===== src/rtl/i2c_pkg.sv =====
// i2c_pkg: encodings and widths shared by i2c_target and i2c_controller.
package i2c_pkg;

  localparam int I2C_ADDR_W = 7;
  localparam int I2C_BYTE_W = 8;

  localparam logic I2C_RW_WRITE = 1'b0;
  localparam logic I2C_RW_READ  = 1'b1;

  localparam logic [7:0] ST_IDLE      = 8'b0000_0001;
  localparam logic [7:0] ST_ADDR      = 8'b0000_0010;
  localparam logic [7:0] ST_ADDR_ACK  = 8'b0000_0100;
  localparam logic [7:0] ST_WRITE     = 8'b0000_1000;
  localparam logic [7:0] ST_WRITE_ACK = 8'b0001_0000;
  localparam logic [7:0] ST_READ      = 8'b0010_0000;
  localparam logic [7:0] ST_READ_ACK  = 8'b0100_0000;
  localparam logic [7:0] ST_IGNORE    = 8'b1000_0000;

  typedef struct packed {
    logic lvl;
    logic rise;
    logic fall;
  } i2c_line_t;

endpackage


===== src/rtl/i2c_target_if.sv =====
// i2c_target_if: byte-stream side of i2c_target (RX frames, TX request/response, busy).
interface i2c_target_if;
  import i2c_pkg::*;

  logic                  rx_begin_o;
  logic [I2C_BYTE_W-1:0] rx_byte_o;
  logic                  rx_byte_valid_o;
  logic                  rx_end_o;
  logic                  tx_byte_req_o;
  logic [I2C_BYTE_W-1:0] tx_byte_i;
  logic                  busy_o;

  modport master (
    output rx_begin_o, rx_byte_o, rx_byte_valid_o, rx_end_o, tx_byte_req_o, busy_o,
    input  tx_byte_i
  );

  modport slave (
    input  rx_begin_o, rx_byte_o, rx_byte_valid_o, rx_end_o, tx_byte_req_o, busy_o,
    output tx_byte_i
  );

endinterface


===== src/rtl/i2c_line_sync.sv =====
// i2c_line_sync: async line synchronizer, optional glitch filter, rise/fall detect.
// Build macro I2C_TARGET_GLITCH_FILTER_EN enables the C_FILTER_LEN-cycle stable filter.
module i2c_line_sync
  import i2c_pkg::*;
#(
  parameter int C_SYNC_STAGES = 2,
  parameter int C_FILTER_LEN  = 3
) (
  input  logic      clk,
  input  logic      raw,
  output i2c_line_t line
);

  if (C_SYNC_STAGES < 2 || C_FILTER_LEN < 2) begin : g_cfg_err
    $error("i2c_line_sync: C_SYNC_STAGES and C_FILTER_LEN must be >= 2");
  end

  // No reset here: the FSM reset alone suffices, and never forcing the line
  // value avoids a false START/STOP edge when reset releases mid-transfer.
  logic [C_SYNC_STAGES-1:0] sync;
  logic                     clean;
  logic                     prev;

  always_ff @(posedge clk) begin
    sync <= {sync[C_SYNC_STAGES-2:0], raw};
  end

`ifdef I2C_TARGET_GLITCH_FILTER_EN
  logic [C_FILTER_LEN-1:0] hist;

  always_ff @(posedge clk) begin
    hist <= {hist[C_FILTER_LEN-2:0], sync[C_SYNC_STAGES-1]};
    if (&hist) begin
      clean <= 1'b1;
    end else if (~|hist) begin
      clean <= 1'b0;
    end
  end
`else
  assign clean = sync[C_SYNC_STAGES-1];
`endif

  always_ff @(posedge clk) begin
    prev <= clean;
  end

  assign line.lvl  = clean;
  assign line.rise = clean & ~prev;
  assign line.fall = ~clean & prev;

endmodule


===== src/rtl/i2c_target.sv =====
// i2c_target: I2C responder, 7-bit address; writes become begin/byte/end frames, reads pull bytes on request.
// Build macro I2C_TARGET_GLITCH_FILTER_EN adds a glitch filter on SCL/SDA (see i2c_line_sync).
module i2c_target
  import i2c_pkg::*;
#(
  parameter logic [I2C_ADDR_W-1:0] C_TARGET_ADDR = 7'h50,
  parameter int                    C_SYNC_STAGES = 2,
  parameter int                    C_FILTER_LEN  = 3
) (
  input  logic         clk,
  input  logic         rst,
  input  logic         I2C_SCL_I,
  input  logic         I2C_SDA_I,
  output logic         I2C_SDA_O,
  output logic         I2C_SDA_OE,
  i2c_target_if.master bus
);

  i2c_line_t scl;
  i2c_line_t sda;

  i2c_line_sync #(.C_SYNC_STAGES(C_SYNC_STAGES), .C_FILTER_LEN(C_FILTER_LEN)) u_scl_sync (
    .clk  (clk),
    .raw  (I2C_SCL_I),
    .line (scl)
  );

  i2c_line_sync #(.C_SYNC_STAGES(C_SYNC_STAGES), .C_FILTER_LEN(C_FILTER_LEN)) u_sda_sync (
    .clk  (clk),
    .raw  (I2C_SDA_I),
    .line (sda)
  );

  logic start_evt;
  logic stop_evt;
  assign start_evt = sda.fall & scl.lvl;
  assign stop_evt  = sda.rise & scl.lvl;

  logic [7:0]            state;
  logic [3:0]            bit_cnt;
  logic [I2C_BYTE_W-1:0] shift;
  logic [I2C_BYTE_W-1:0] tx_shift;
  logic                  sda_oe;
  logic                  rx_active;
  logic                  rw;
  logic                  req_d;

  always_ff @(posedge clk) begin
    if (rst) begin
      state               <= ST_IDLE;
      bit_cnt             <= 4'd0;
      shift               <= '0;
      sda_oe              <= 1'b0;
      rx_active           <= 1'b0;
      rw                  <= I2C_RW_WRITE;
      req_d               <= 1'b0;
      bus.rx_begin_o      <= 1'b0;
      bus.rx_byte_o       <= '0;
      bus.rx_byte_valid_o <= 1'b0;
      bus.rx_end_o        <= 1'b0;
      bus.tx_byte_req_o   <= 1'b0;
      bus.busy_o          <= 1'b0;
    end else begin
      bus.rx_begin_o      <= 1'b0;
      bus.rx_byte_valid_o <= 1'b0;
      bus.rx_end_o        <= 1'b0;
      bus.tx_byte_req_o   <= 1'b0;
      // Read byte is taken two clocks after the request pulse was raised.
      req_d <= bus.tx_byte_req_o;
      if (req_d) begin
        tx_shift <= bus.tx_byte_i;
      end

      if (start_evt || stop_evt) begin
        state        <= start_evt ? ST_ADDR : ST_IDLE;
        bus.busy_o   <= start_evt;
        sda_oe       <= 1'b0;
        bit_cnt      <= 4'd0;
        bus.rx_end_o <= rx_active;
        rx_active    <= 1'b0;
      end else begin
        case (state)
          ST_ADDR: begin
            if (scl.rise) begin
              shift <= {shift[6:0], sda.lvl};
              if (bit_cnt == 4'd7) begin
                bit_cnt <= 4'd0;
                if (shift[6:0] == C_TARGET_ADDR) begin
                  state <= ST_ADDR_ACK;
                  rw    <= sda.lvl;
                  if (sda.lvl == I2C_RW_WRITE) begin
                    bus.rx_begin_o <= 1'b1;
                    rx_active      <= 1'b1;
                  end else begin
                    bus.tx_byte_req_o <= 1'b1;
                  end
                end else begin
                  state <= ST_IGNORE;
                end
              end else begin
                bit_cnt <= bit_cnt + 4'd1;
              end
            end
          end
          ST_ADDR_ACK: begin
            // First fall starts the ACK; second fall ends it and, for reads, puts out bit 7.
            if (scl.fall) begin
              if (!sda_oe) begin
                sda_oe <= 1'b1;
              end else if (rw == I2C_RW_READ) begin
                sda_oe <= ~tx_shift[7];
                state  <= ST_READ;
              end else begin
                sda_oe <= 1'b0;
                state  <= ST_WRITE;
              end
            end
          end
          ST_WRITE: begin
            if (scl.rise) begin
              shift <= {shift[6:0], sda.lvl};
              if (bit_cnt == 4'd7) begin
                bit_cnt             <= 4'd0;
                bus.rx_byte_o       <= {shift[6:0], sda.lvl};
                bus.rx_byte_valid_o <= 1'b1;
                state               <= ST_WRITE_ACK;
              end else begin
                bit_cnt <= bit_cnt + 4'd1;
              end
            end
          end
          ST_WRITE_ACK: begin
            if (scl.fall) begin
              if (!sda_oe) begin
                sda_oe <= 1'b1;
              end else begin
                sda_oe <= 1'b0;
                state  <= ST_WRITE;
              end
            end
          end
          ST_READ: begin
            if (scl.rise) begin
              bit_cnt <= bit_cnt + 4'd1;
            end else if (scl.fall) begin
              if (bit_cnt == 4'd8) begin
                sda_oe  <= 1'b0;
                bit_cnt <= 4'd0;
                state   <= ST_READ_ACK;
              end else begin
                sda_oe <= ~tx_shift[3'd7 - bit_cnt[2:0]];
              end
            end
          end
          ST_READ_ACK: begin
            if (scl.rise) begin
              if (!sda.lvl) begin
                bus.tx_byte_req_o <= 1'b1;
                state             <= ST_READ;
              end else begin
                state <= ST_IGNORE;
              end
            end
          end
          ST_IDLE, ST_IGNORE: begin
          end
          default: begin
            state  <= ST_IDLE;
            sda_oe <= 1'b0;
          end
        endcase
      end
    end
  end

  assign I2C_SDA_O  = 1'b0;
  assign I2C_SDA_OE = sda_oe;

endmodule


===== src/flat_wrapper.sv =====
// flat-port wrapper written by rule: the top's interface ports become plain ports
module i2c_target_flat import i2c_pkg::*;
#(
  parameter logic [I2C_ADDR_W-1:0] C_TARGET_ADDR = 7'h50,
  parameter int                    C_SYNC_STAGES = 2,
  parameter int                    C_FILTER_LEN  = 3
)
  (clk, rst, I2C_SCL_I, I2C_SDA_I, I2C_SDA_O, I2C_SDA_OE, bus_rx_begin_o, bus_rx_byte_o, bus_rx_byte_valid_o, bus_rx_end_o, bus_tx_byte_req_o, bus_busy_o, bus_tx_byte_i);
  i2c_target_if bus_i ();
  input  logic clk;
  input  logic rst;
  input  logic I2C_SCL_I;
  input  logic I2C_SDA_I;
  output logic I2C_SDA_O;
  output logic I2C_SDA_OE;
  output wire logic [$bits(bus_i.rx_begin_o)-1:0] bus_rx_begin_o;
  output wire logic [$bits(bus_i.rx_byte_o)-1:0] bus_rx_byte_o;
  output wire logic [$bits(bus_i.rx_byte_valid_o)-1:0] bus_rx_byte_valid_o;
  output wire logic [$bits(bus_i.rx_end_o)-1:0] bus_rx_end_o;
  output wire logic [$bits(bus_i.tx_byte_req_o)-1:0] bus_tx_byte_req_o;
  output wire logic [$bits(bus_i.busy_o)-1:0] bus_busy_o;
  input wire logic [$bits(bus_i.tx_byte_i)-1:0] bus_tx_byte_i;
  assign bus_rx_begin_o = bus_i.rx_begin_o;
  assign bus_rx_byte_o = bus_i.rx_byte_o;
  assign bus_rx_byte_valid_o = bus_i.rx_byte_valid_o;
  assign bus_rx_end_o = bus_i.rx_end_o;
  assign bus_tx_byte_req_o = bus_i.tx_byte_req_o;
  assign bus_busy_o = bus_i.busy_o;
  assign bus_i.tx_byte_i = bus_tx_byte_i;
  i2c_target #(.C_TARGET_ADDR(C_TARGET_ADDR), .C_SYNC_STAGES(C_SYNC_STAGES), .C_FILTER_LEN(C_FILTER_LEN)) u_core (.clk(clk), .rst(rst), .I2C_SCL_I(I2C_SCL_I), .I2C_SDA_I(I2C_SDA_I), .I2C_SDA_O(I2C_SDA_O), .I2C_SDA_OE(I2C_SDA_OE), .bus(bus_i));
endmodule

===== config.mk =====
export PLATFORM = sky130hd
export DESIGN_NAME = i2c_target_flat
export DESIGN_NICKNAME = d
export VERILOG_FILES = /design/src/rtl/i2c_pkg.sv /design/src/rtl/i2c_target_if.sv /design/src/rtl/i2c_line_sync.sv /design/src/rtl/i2c_target.sv /design/src/flat_wrapper.sv
export SDC_FILE = /design/constraint.sdc
export NUM_CORES = 1
export LEC_CHECK = 0
export ABC_AREA = 0
export ABC_CLOCK_PERIOD_IN_PS = 3200
export CORE_MARGIN = 4
export CORE_UTILIZATION = 45
export DETAILED_ROUTE_END_ITERATION = 7
export PLACE_DENSITY = 0.66
export SETUP_SLACK_MARGIN = 0.4
export SYNTH_ARGS = -nofsm -noshare
export SYNTH_HDL_FRONTEND = slang
export SYNTH_SLANG_ARGS = --single-unit
export TNS_END_PERCENT = 30

===== constraint.sdc =====
create_clock -name clk -period 3.2 [get_ports clk]
set_input_delay 0.32 -clock clk [delete_from_list [all_inputs] [get_ports clk]]
set_output_delay 0.32 -clock clk [all_outputs]
set_load 0.05 [all_outputs]

==> results of run 1 <==
[through the flow]
stage                     cells  hold slack [ns]  utilization, %  cell area [um2]  worst slack, ns
after global placement      317           0.3113           53.34             2586           0.8962
after detailed placement    317           0.3157           53.34             2586           0.8575
final                       325           0.3350           55.07             2670           0.8138
after CTS                   325           0.3369           55.07             2670           0.8263
after floorplan             239           0.3096               -             2322           0.8994
after global routing        325           0.3472           55.07             2670           0.7427
[routing by layer]
layer	wire length (um)	track usage, %	vias up
li1	-	-	877
met1	2289	21.01	809
met3	210	3.837	10
met4	95	6.081	0
met5	0	0	-
met2	2012	23.46	41
[cells in the mapped netlist, types with 3 or more instances]
cell type	count	area, um2
a21oi_1	8	40.04
o21ai_0	8	40.04
and4b_1	3	30.03
and3_1	3	18.77
nand3b_1	3	22.52
nand2_1	12	45.04
clkbuf_1	10	37.54
xnor2_1	4	35.03
nor3b_1	3	22.52
nor4_1	6	37.54
inv_1	8	30.03
nor2b_1	8	50.05
nand3_1	5	25.02
dfxtp_1	42	840.8
nor3_1	4	20.02
edfxtp_1	8	240.2
nor2_1	32	120.1
nand2b_1	8	50.05
mux2i_1	20	200.2
[critical path, cell delays in order, from the launching register on]
cell,delay [ns]
dfxtp_1,0.42
or4_4,0.57
or4_4,0.57
o21bai_2,0.13
nand3b_4,0.20
mux2_2,0.35
nor2_1,0.08
[power breakdown]
part	total [uW]	internal (uW)	switching [uW]
clock	356	155	201
sequential	660	645	15.0
combinational	102	46.6	55.9
[worst max path at each step]
stage                     depth (start not counted)         endpoint  slack, ns             from
after CTS                                         6  u_core.state[7]       0.83  u_core.state[2]
after floorplan                                   8  u_core.state[7]       0.90  u_core.state[2]
after global routing                              6  u_core.state[7]       0.74  u_core.state[2]
final                                             6  u_core.state[7]       0.81  u_core.state[2]
after global placement                            6  u_core.state[7]       0.90  u_core.state[2]
after detailed placement                          6  u_core.state[7]       0.86  u_core.state[2]
[final cells by class]
| type | count | area, um2 |
|---|---|---|
| fillers | 434 | 2178 |
| flip-flops and latches | 50 | 1081 |
| clock buffers | 7 | 76.32 |
| multi-input cells | 166 | 1134 |
| repair buffers | 26 | 257.7 |
| inverters | 8 | 30.03 |
| clock inverters | 1 | 7.507 |
| well taps | 67 | 83.83 |
[kinds of logic after synthesis]
family	after synthesis	share of synthesized area (%)
AO/OA/AOI/OAI	35	10.29
adder cells (fa/ha/maj)	2	1.077
multiplexers	23	11.05
AND/OR/NAND/NOR	100	24.35
XOR/XNOR	5	1.886
flip-flops	50	46.55
other	1	0.1615
buffers and inverters	23	4.634
[sequential cells by signal, summed over array words and instances (netlist names)]
register,count
u_core.bus.rx_byte_o,8
u_core.state,8
u_core.tx_shift,8
u_core.shift,7
u_core.bit_cnt,4
u_core.u_scl_sync.sync,2
u_core.u_sda_sync.sync,2
u_core.I2C_SDA_OE,1
u_core.bus.busy_o,1
u_core.bus.rx_begin_o,1
u_core.bus.rx_byte_valid_o,1
u_core.bus.rx_end_o,1
u_core.bus.tx_byte_req_o,1
u_core.req_d,1
u_core.rw,1
u_core.rx_active,1
u_core.u_scl_sync.prev,1
u_core.u_sda_sync.prev,1
==> impl_metrics.csv, run 1 <==
group,metric,value,unit
clock_tree,cts_max_level,2,
power_and_ir_drop,fin_total_pwr,1119,uW
worst_hold_path,worstHoldStart,"u_core.u_scl_sync.sync[0]",
placed_design,io_buffers,25,
setup_path,criticalPathCategory,"flop to flop",
clock_tree,path_clk_slew,0.09,ns
clock_tree,clkLatencyLatePin,0.30,ns
setup_path,critPathLaunchType,"flop",
outcome,run_status,"finished clean",
floorplan,die_x,79.84,um
timing,hold_viol,0,
finish,diodes,0,
setup_path,cp.arrival,2.62,ns
finish,final_cell_mix,"dfxtp_1, nor2_1, clkdlybuf4s50_1",
timing,fin_crit,2.386,ns
global_route,grt_pass1_wl,7748,um
timing,finClkSkew,0.008173,ns
synthesis,ys.flop_type,"dfxtp_1",
global_route,grt.overflow.total,0,
timing,finalCritPeriodShare,74.57,%
synthesis,syn_nets,253,
floorplan,die_h,79.84,um
finish,layout-area-overhead-vs-synth,14.98,%
synthesis,synthArstFlopShare,0,%
finish,layout_commonest_cell,"dfxtp_1",
clock_tree,clk_path_buf_depth,2,
clock_tree,cts_resized,0,
route,first_pass_iters,4,
floorplan,rows,25,
route,detail-route-antenna-nets,0,
synthesis,syn_inst,239,
setup_path,rr_startpoint,"u_core.state[2]",
synthesis,syn_area_per_cell,9.716,um2
route,vias_per_cell,5.345,
finish,drive_above_1_share,6.589,%
setup_path,r2r_cells,6,
clock_tree,cts-root-buf,"clkbuf_8",
route,drt_wl_total,4608,um
clock_tree,cts_tree,"yes",
synthesis,synth_edf_count,8,
route,vias,1737,
setup_path,rrSetupSlack,0.81,ns
timing,fin_tns_setup,0,ns
timing,slew_headroom,55.60,%
placed_design,dp.final_hpwl,3351,um
worst_hold_path,hold_depth,0,
global_route,grt_max_degree,21,
global_route,antenna_found_initial,0,
timing,rsz0062_at_grt,"no",
floorplan,initial_core_util,47.90,%
timing,finalMaxSlewViolations,0,
floorplan,core-area,4848,um2
floorplan,die_area,6374,um2
synthesis,ys_ff_latch,50,
clock_tree,hold_buffers,0,
clock_tree,cts.sinks,50,
job,max_cap_violations,0,
global_route,grt_pass1_vias,1650,
route,drtIter0Drc,139,
synthesis,ys_types,53,
synthesis,ys_seq_area_share,46.55,%
route,wl_per_cell,14.18,um
synthesis,netlist_area,2322,um2
setup_path,required,3.44,ns
synthesis,yosys_warnings,0,
setup_path,reg2reg_to,"u_core.state[7]",
setup_path,end_kind,"flop",
power_and_ir_drop,power_leakage,0.0008935,uW
global_route,grtUsageTotal,15.44,%
power_and_ir_drop,peakVddDrop,233.0,uV
setup_path,crit_fanout,10,
power_and_ir_drop,powerDensity,419.1,nW/um2
timing,max_freq,419.1,MHz
clock_tree,numCtsBuffers,5,
finish,num-nets-final,271,
worst_hold_path,min_delay_worst_endpoint,"u_core.u_scl_sync.sync[1]",
clock_tree,post-cts-setup-buffers,0,
timing,setup_viol,0,
timing,worstMarginPinSlew,0.6647,ns
floorplan,pin_count,27,
placed_design,routabilityCongestion,0.9111,
route,drc_errors,0,
worst_hold_path,min_path_type,"flop to flop",
(Power assumes the default switching activity.)
==> run 2: changes to the inputs <==
- ABC_CLOCK_PERIOD_IN_PS: 3200 -> 2100
- PLACE_DENSITY: 0.66 -> 0.69
- clock period: 3.2 -> 2.1 ns (I/O delays scaled with it)
==> run 2 against run 1 <==
Compared with the run above: the run now ends with negative setup slack left; cell area grew 11%; sequential share of layout area shrank 3.9 points; utilization grew 6.1 points; clock-buffer cell count shrank 2; first-iteration DRC count shrank 37%; via count grew 5.1%; critical endpoint unchanged; largest power group unchanged; highest routed layer unchanged.
==> impl_metrics.csv, run 2 (synthesized netlist as in run 1, its figures left out) <==
group,metric,value,unit
timing,max_freq,449.4,MHz
route,wl_per_cell,14.15,um
setup_path,end_kind,"flop",
timing,finClkSkew,0.007788,ns
outcome,run_status,"finished with violations",
timing,hold_slack,0.3410,ns
timing,finalMaxSlewViolations,0,
finish,num-nets-final,296,
floorplan,pin_count,27,
route,detail-route-antenna-nets,0,
setup_path,critPathLaunchType,"flop",
floorplan,die_x,79.84,um
placed_design,io_buffers,25,
setup_path,crit_fanout,8,
floorplan,rows,25,
route,vias,1825,
timing,slew_headroom,65.41,%
clock_tree,cts_max_level,2,
finish,layout.cells.non_filler,350,
placed_design,dp.final_hpwl,3607,um
timing,fin_tns_setup,-0.7400,ns
clock_tree,cts.sinks,50,
clock_tree,cts_tree,"yes",
setup_path,criticalPathCategory,"flop to flop",
finish,layout-area-overhead-vs-synth,27.64,%
timing,rsz0062_at_grt,"yes",
finish,top_regs,"u_core.bus.rx_byte_o: 8 flops, u_core.state: 8 flops, u_core.tx_shift: 8 flops",
finish,layout_commonest_cell,"dfxtp_1",
clock_tree,cts-root-buf,"clkbuf_8",
clock_tree,clkLatencyLatePin,0.30,ns
setup_path,cp.arrival,2.47,ns
power_and_ir_drop,fin_total_pwr,1880,uW
timing,worstMarginPinSlew,0.5173,ns
clock_tree,hold_buffers,0,
timing,finalCritPeriodShare,106.0,%
finish,diodes,0,
worst_hold_path,min_delay_worst_endpoint,"u_core.u_scl_sync.sync[1]",
placed_design,routabilityCongestion,0.8658,
setup_path,reg2reg_to,"u_core.state[7]",
power_and_ir_drop,powerDensity,634.3,nW/um2
global_route,grt_pass1_wl,8631,um
route,drtIter0Drc,88,
floorplan,core-area,4848,um2
route,drt_wl_total,4951,um
timing,setup_viol,15,
power_and_ir_drop,peakVddDrop,488.0,uV
power_and_ir_drop,power_leakage,0.001122,uW
clock_tree,path_clk_slew,0.09,ns
finish,drive_above_1_share,18.37,%
global_route,grt_pass1_vias,1833,
worst_hold_path,hold_depth,0,
worst_hold_path,worstHoldStart,"u_core.u_scl_sync.sync[0]",
route,drc_errors,0,
placed_design,dp.cells,340,
floorplan,initial_core_util,47.90,%
global_route,grt.overflow.total,0,
global_route,grt_max_degree,20,
route,vias_per_cell,5.214,
setup_path,rr_startpoint,"u_core.state[2]",
floorplan,die_area,6374,um2
job,max_cap_violations,0,
global_route,grtUsageTotal,17.17,%
setup_path,required,2.34,ns
clock_tree,clk_path_buf_depth,2,
timing,fin_crit,2.225,ns
timing,hold_viol,0,
outcome,violations,"negative setup slack",
clock_tree,numCtsBuffers,5,
setup_path,r2r_cells,6,
route,first_pass_iters,4,
setup_path,rrSetupSlack,-0.13,ns
global_route,antenna_found_initial,0,
floorplan,die_h,79.84,um
timing,timing.final.ws_setup,-0.1252,ns
finish,final_cell_mix,"dfxtp_1, nor2_1, buf_4",
worst_hold_path,min_path_type,"flop to flop",
## run 2: how the worst max path moves through the flow
stage / startpoint / to / slack [ns] / cells past startpoint
2_1_floorplan: u_core.state[2] / u_core.state[7] / -0.17 / 8
3_5_place_dp: u_core.state[2] / u_core.state[7] / -0.10 / 6
4_1_cts: u_core.state[2] / u_core.state[7] / -0.11 / 6
6_report: u_core.state[2] / u_core.state[7] / -0.13 / 6
5_1_grt: u_core.state[2] / u_core.state[7] / -0.21 / 6
3_3_place_gp: u_core.state[2] / u_core.state[7] / -0.06 / 6
## run 2: area by class of cell
type	instances	area, um2
multi-input combinational	166	1187
sequential	50	1084
inverter	8	30.03
clock inverter	3	43.79
clock buffer	5	68.82
fill	420	1884
tap	67	83.83
timing repair buffer	51	466.7
## run 2: through the flow
stage / setup WS, ns / instance area (um2) / utilization (%)
global route: -0.2093 / 2964 / 61.14
finish: -0.1252 / 2964 / 61.14
floorplan: -0.1713 / 2326 / -
detailed placement: -0.1033 / 2775 / 57.24
CTS: -0.1149 / 2914 / 60.10
global placement: -0.06449 / 2775 / 57.24
## run 2: power breakdown
| part | switching [uW] | internal, uW |
|---|---|---|
| clock network | 325 | 357 |
| logic | 101 | 95.4 |
| registers | 18.6 | 983 |
| total | 444 | 1440 |
## run 2: what timing repair did
action | 4_1_cts | 5_1_grt
gates resized for setup | 7 | 10
setup endpoints to repair | 34 | 36
pin swaps | 5 | 6
buffers inserted | 1 | 1
## run 2: worst max-delay path, stage by stage, from the launching register on
cell	delay, ns
dfxtp_2	0.33
or4_4	0.54
or4_4	0.58
o21bai_2	0.14
nand3b_4	0.20
mux2_4	0.31
nor2_1	0.07
## run 2: per-layer routing
layer  vias up  track usage [%]  wire length [um]
met2        31            26.96              2299
met5         -                0                 0
met1       859            23.49              2445
met3         4            2.822               154
li1        931                -                 -
met4         0            6.757                52
==> run 3: changes to the inputs <==
- CORE_MARGIN: 4 -> 2
- HOLD_SLACK_MARGIN: not set -> 0.15
- TNS_END_PERCENT: 30 -> not set
==> run 3 against run 2 <==
Compared with the run above: the flow still finishes with violations (negative setup slack); largest cell class unchanged; cell area grew 3.3%; sequential power about the same; highest routed layer unchanged; sequential share of layout area shrank 1.0 points; global-route usage increased by 2.0 points; clock power about the same; wire length is 4.6% higher; worst setup slack improved by 0.0031 ns; die area shrank 9.8%; critical path type unchanged.
==> impl_metrics.csv, run 3 (synthesized netlist as in run 1, its figures left out) <==
group,metric,value,unit
route,vias_per_cell,5.225,
power_and_ir_drop,pwr-share-seq,52.8,%
route,m1WireLength,2411,um
global_route,grt_pass1_wl,8349,um
timing,worstMarginPinSlew,0.4987,ns
finish,drive_above_1_share,21.38,%
outcome,run_status,"finished with violations",
finish,fin_util,60.69,%
finish,top_regs,"u_core.bus.rx_byte_o: 8 flops, u_core.state: 8 flops, u_core.tx_shift: 8 flops",
power_and_ir_drop,p_clk_share,36.0,%
placed_design,dp.final_hpwl,3736,um
clock_tree,cts.sinks,50,
route,first_pass_iters,4,
clock_tree,numCtsBuffers,5,
clock_tree,clk_path_buf_depth,2,
timing,slew_headroom,66.70,%
setup_path,rrSetupSlack,-0.12,ns
worst_hold_path,min_path_type,"flop to flop",
power_and_ir_drop,netSwitchingPower,447.0,uW
job,max_cap_violations,0,
finish,fillCellCount,434,
finish,layout.cells.non_filler,360,
placed_design,io_buffers,25,
worst_hold_path,min_delay_worst_endpoint,"u_core.u_scl_sync.sync[1]",
floorplan,core-area,5042,um2
floorplan,die_area,5751,um2
timing,setup_viol,18,
timing,finalMaxSlewViolations,0,
route,drtIter0Drc,103,
finish,layout_commonest_cell,"dfxtp_1",
floorplan,rows,26,
outcome,violations,"negative setup slack",
power_and_ir_drop,p_int,1442,uW
global_route,antenna_found_initial,0,
timing,rsz0062_at_grt,"yes",
setup_path,end_kind,"flop",
placed_design,dp.cells,348,
setup_path,criticalPathCategory,"flop to flop",
route,highest-signal-layer,"met4",
route,drt_wl_total,5179,um
clock_tree,cts-root-buf,"clkbuf_8",
power_and_ir_drop,p_sw_share,23.66,%
clock_tree,path_clk_slew,0.09,ns
clock_tree,clkLatencyLatePin,0.30,ns
finish,diodes,0,
clock_tree,cts_tree,"yes",
placed_design,routabilityCongestion,0.8686,
floorplan,initial_core_util,46.05,%
setup_path,r2r_cells,6,
floorplan,pin_count,27,
route,drc_errors,0,
timing,fin_crit,2.222,ns
setup_path,critPathLaunchType,"flop",
timing,finClkSkew,0.007334,ns
route,wl_met2,2446,um
setup_path,cp.arrival,2.46,ns
clock_tree,hold_buffers,0,
route,dr_wl_met3,243,um
timing,finalCritPeriodShare,105.8,%
timing,timing.final.ws_setup,-0.1221,ns
route,wl_per_cell,14.39,um
finish,design_area,3060,um2
floorplan,die_x,75.84,um
setup_path,crit_fanout,7,
route,detail-route-antenna-nets,0,
setup_path,rr_startpoint,"u_core.state[2]",
power_and_ir_drop,fin_total_pwr,1889,uW
finish,final_cell_mix,"dfxtp_1, nor2_1, buf_4",
finish,layout-area-overhead-vs-synth,31.79,%
setup_path,required,2.34,ns
timing,hold_viol,0,
global_route,grt_max_degree,17,
power_and_ir_drop,powerDensity,617.4,nW/um2
global_route,grtUsageTotal,19.15,%
power_and_ir_drop,peakVddDrop,460.1,uV
finish,num-nets-final,303,
power_and_ir_drop,p_comb_share,11.2,%
power_and_ir_drop,power_leakage,0.001141,uW
worst_hold_path,hold_depth,0,
clock_tree,cts_max_level,2,
global_route,grt.overflow.total,0,
route,vias,1881,
timing,max_freq,450.0,MHz
setup_path,reg2reg_to,"u_core.state[7]",
floorplan,die_h,75.84,um
placed_design,place_ws,-0.08568,ns
worst_hold_path,worstHoldStart,"u_core.u_scl_sync.sync[0]",
placed_design,place_area,2816,um2
global_route,grt_pass1_vias,1747,
## run 3: power by group through the flow
stage	combinational (uW)	clock, uW	sequential [uW]
after floorplan	123	0	1020
after global placement	201	0	1020
after detailed placement	202	0	1020
after CTS	203	692	999
after global routing	232	732	1000
final	212	679	998
## run 3: metal layers
layer	vias up	GRT usage [%]
met2	49	28.74
met4	0	6.238
met5	-	0
li1	942	-
met3	7	2.778
met1	883	28.29
## run 3: worst max path at each step
stage                              to             from  depth (start not counted)
floorplan             u_core.state[7]  u_core.state[2]                          8
CTS                   u_core.state[7]  u_core.state[2]                          6
detailed placement  u_core.bit_cnt[2]  u_core.state[2]                          6
global placement      u_core.state[7]  u_core.state[2]                          6
global route          u_core.state[7]  u_core.state[7]                          6
finish                u_core.state[7]  u_core.state[2]                          6
## run 3: critical path: stages, from the launching register on
cell and delay (ns):
dfxtp_2 0.33, or4_4 0.53, or4_4 0.58, o21bai_2 0.14
nand3b_4 0.19, mux2_4 0.31, nor2_1 0.09
## run 3: cell type report
type / count / area (um2) / share of cell area (%)
flip-flops and latches: 50 / 1087 / 35.53
multi-input cells: 166 / 1204 / 39.33
repair buffers: 58 / 539.3 / 17.62
well taps: 70 / 87.58 / 2.862
clock buffers: 5 / 68.82 / 2.249
clock inverters: 3 / 43.79 / 1.431
inverters: 8 / 30.03 / 0.9812
## run 3: metrics by stage
stage	hold WS [ns]	TNS (ns)
2_1_floorplan	0.2377	-1.059
4_1_cts	0.3330	-0.5718
3_5_place_dp	0.3121	-0.3250
5_1_grt	0.3458	-2.417
3_3_place_gp	0.3118	-0.1060
6_report	0.3274	-0.7504
## run 3: repair_timing
item,in CTS,in global routing
gates resized for setup,6,17
cloned,0,1
pin swaps,2,7
endpoints found under the setup margin,33,34
buffers inserted,0,3
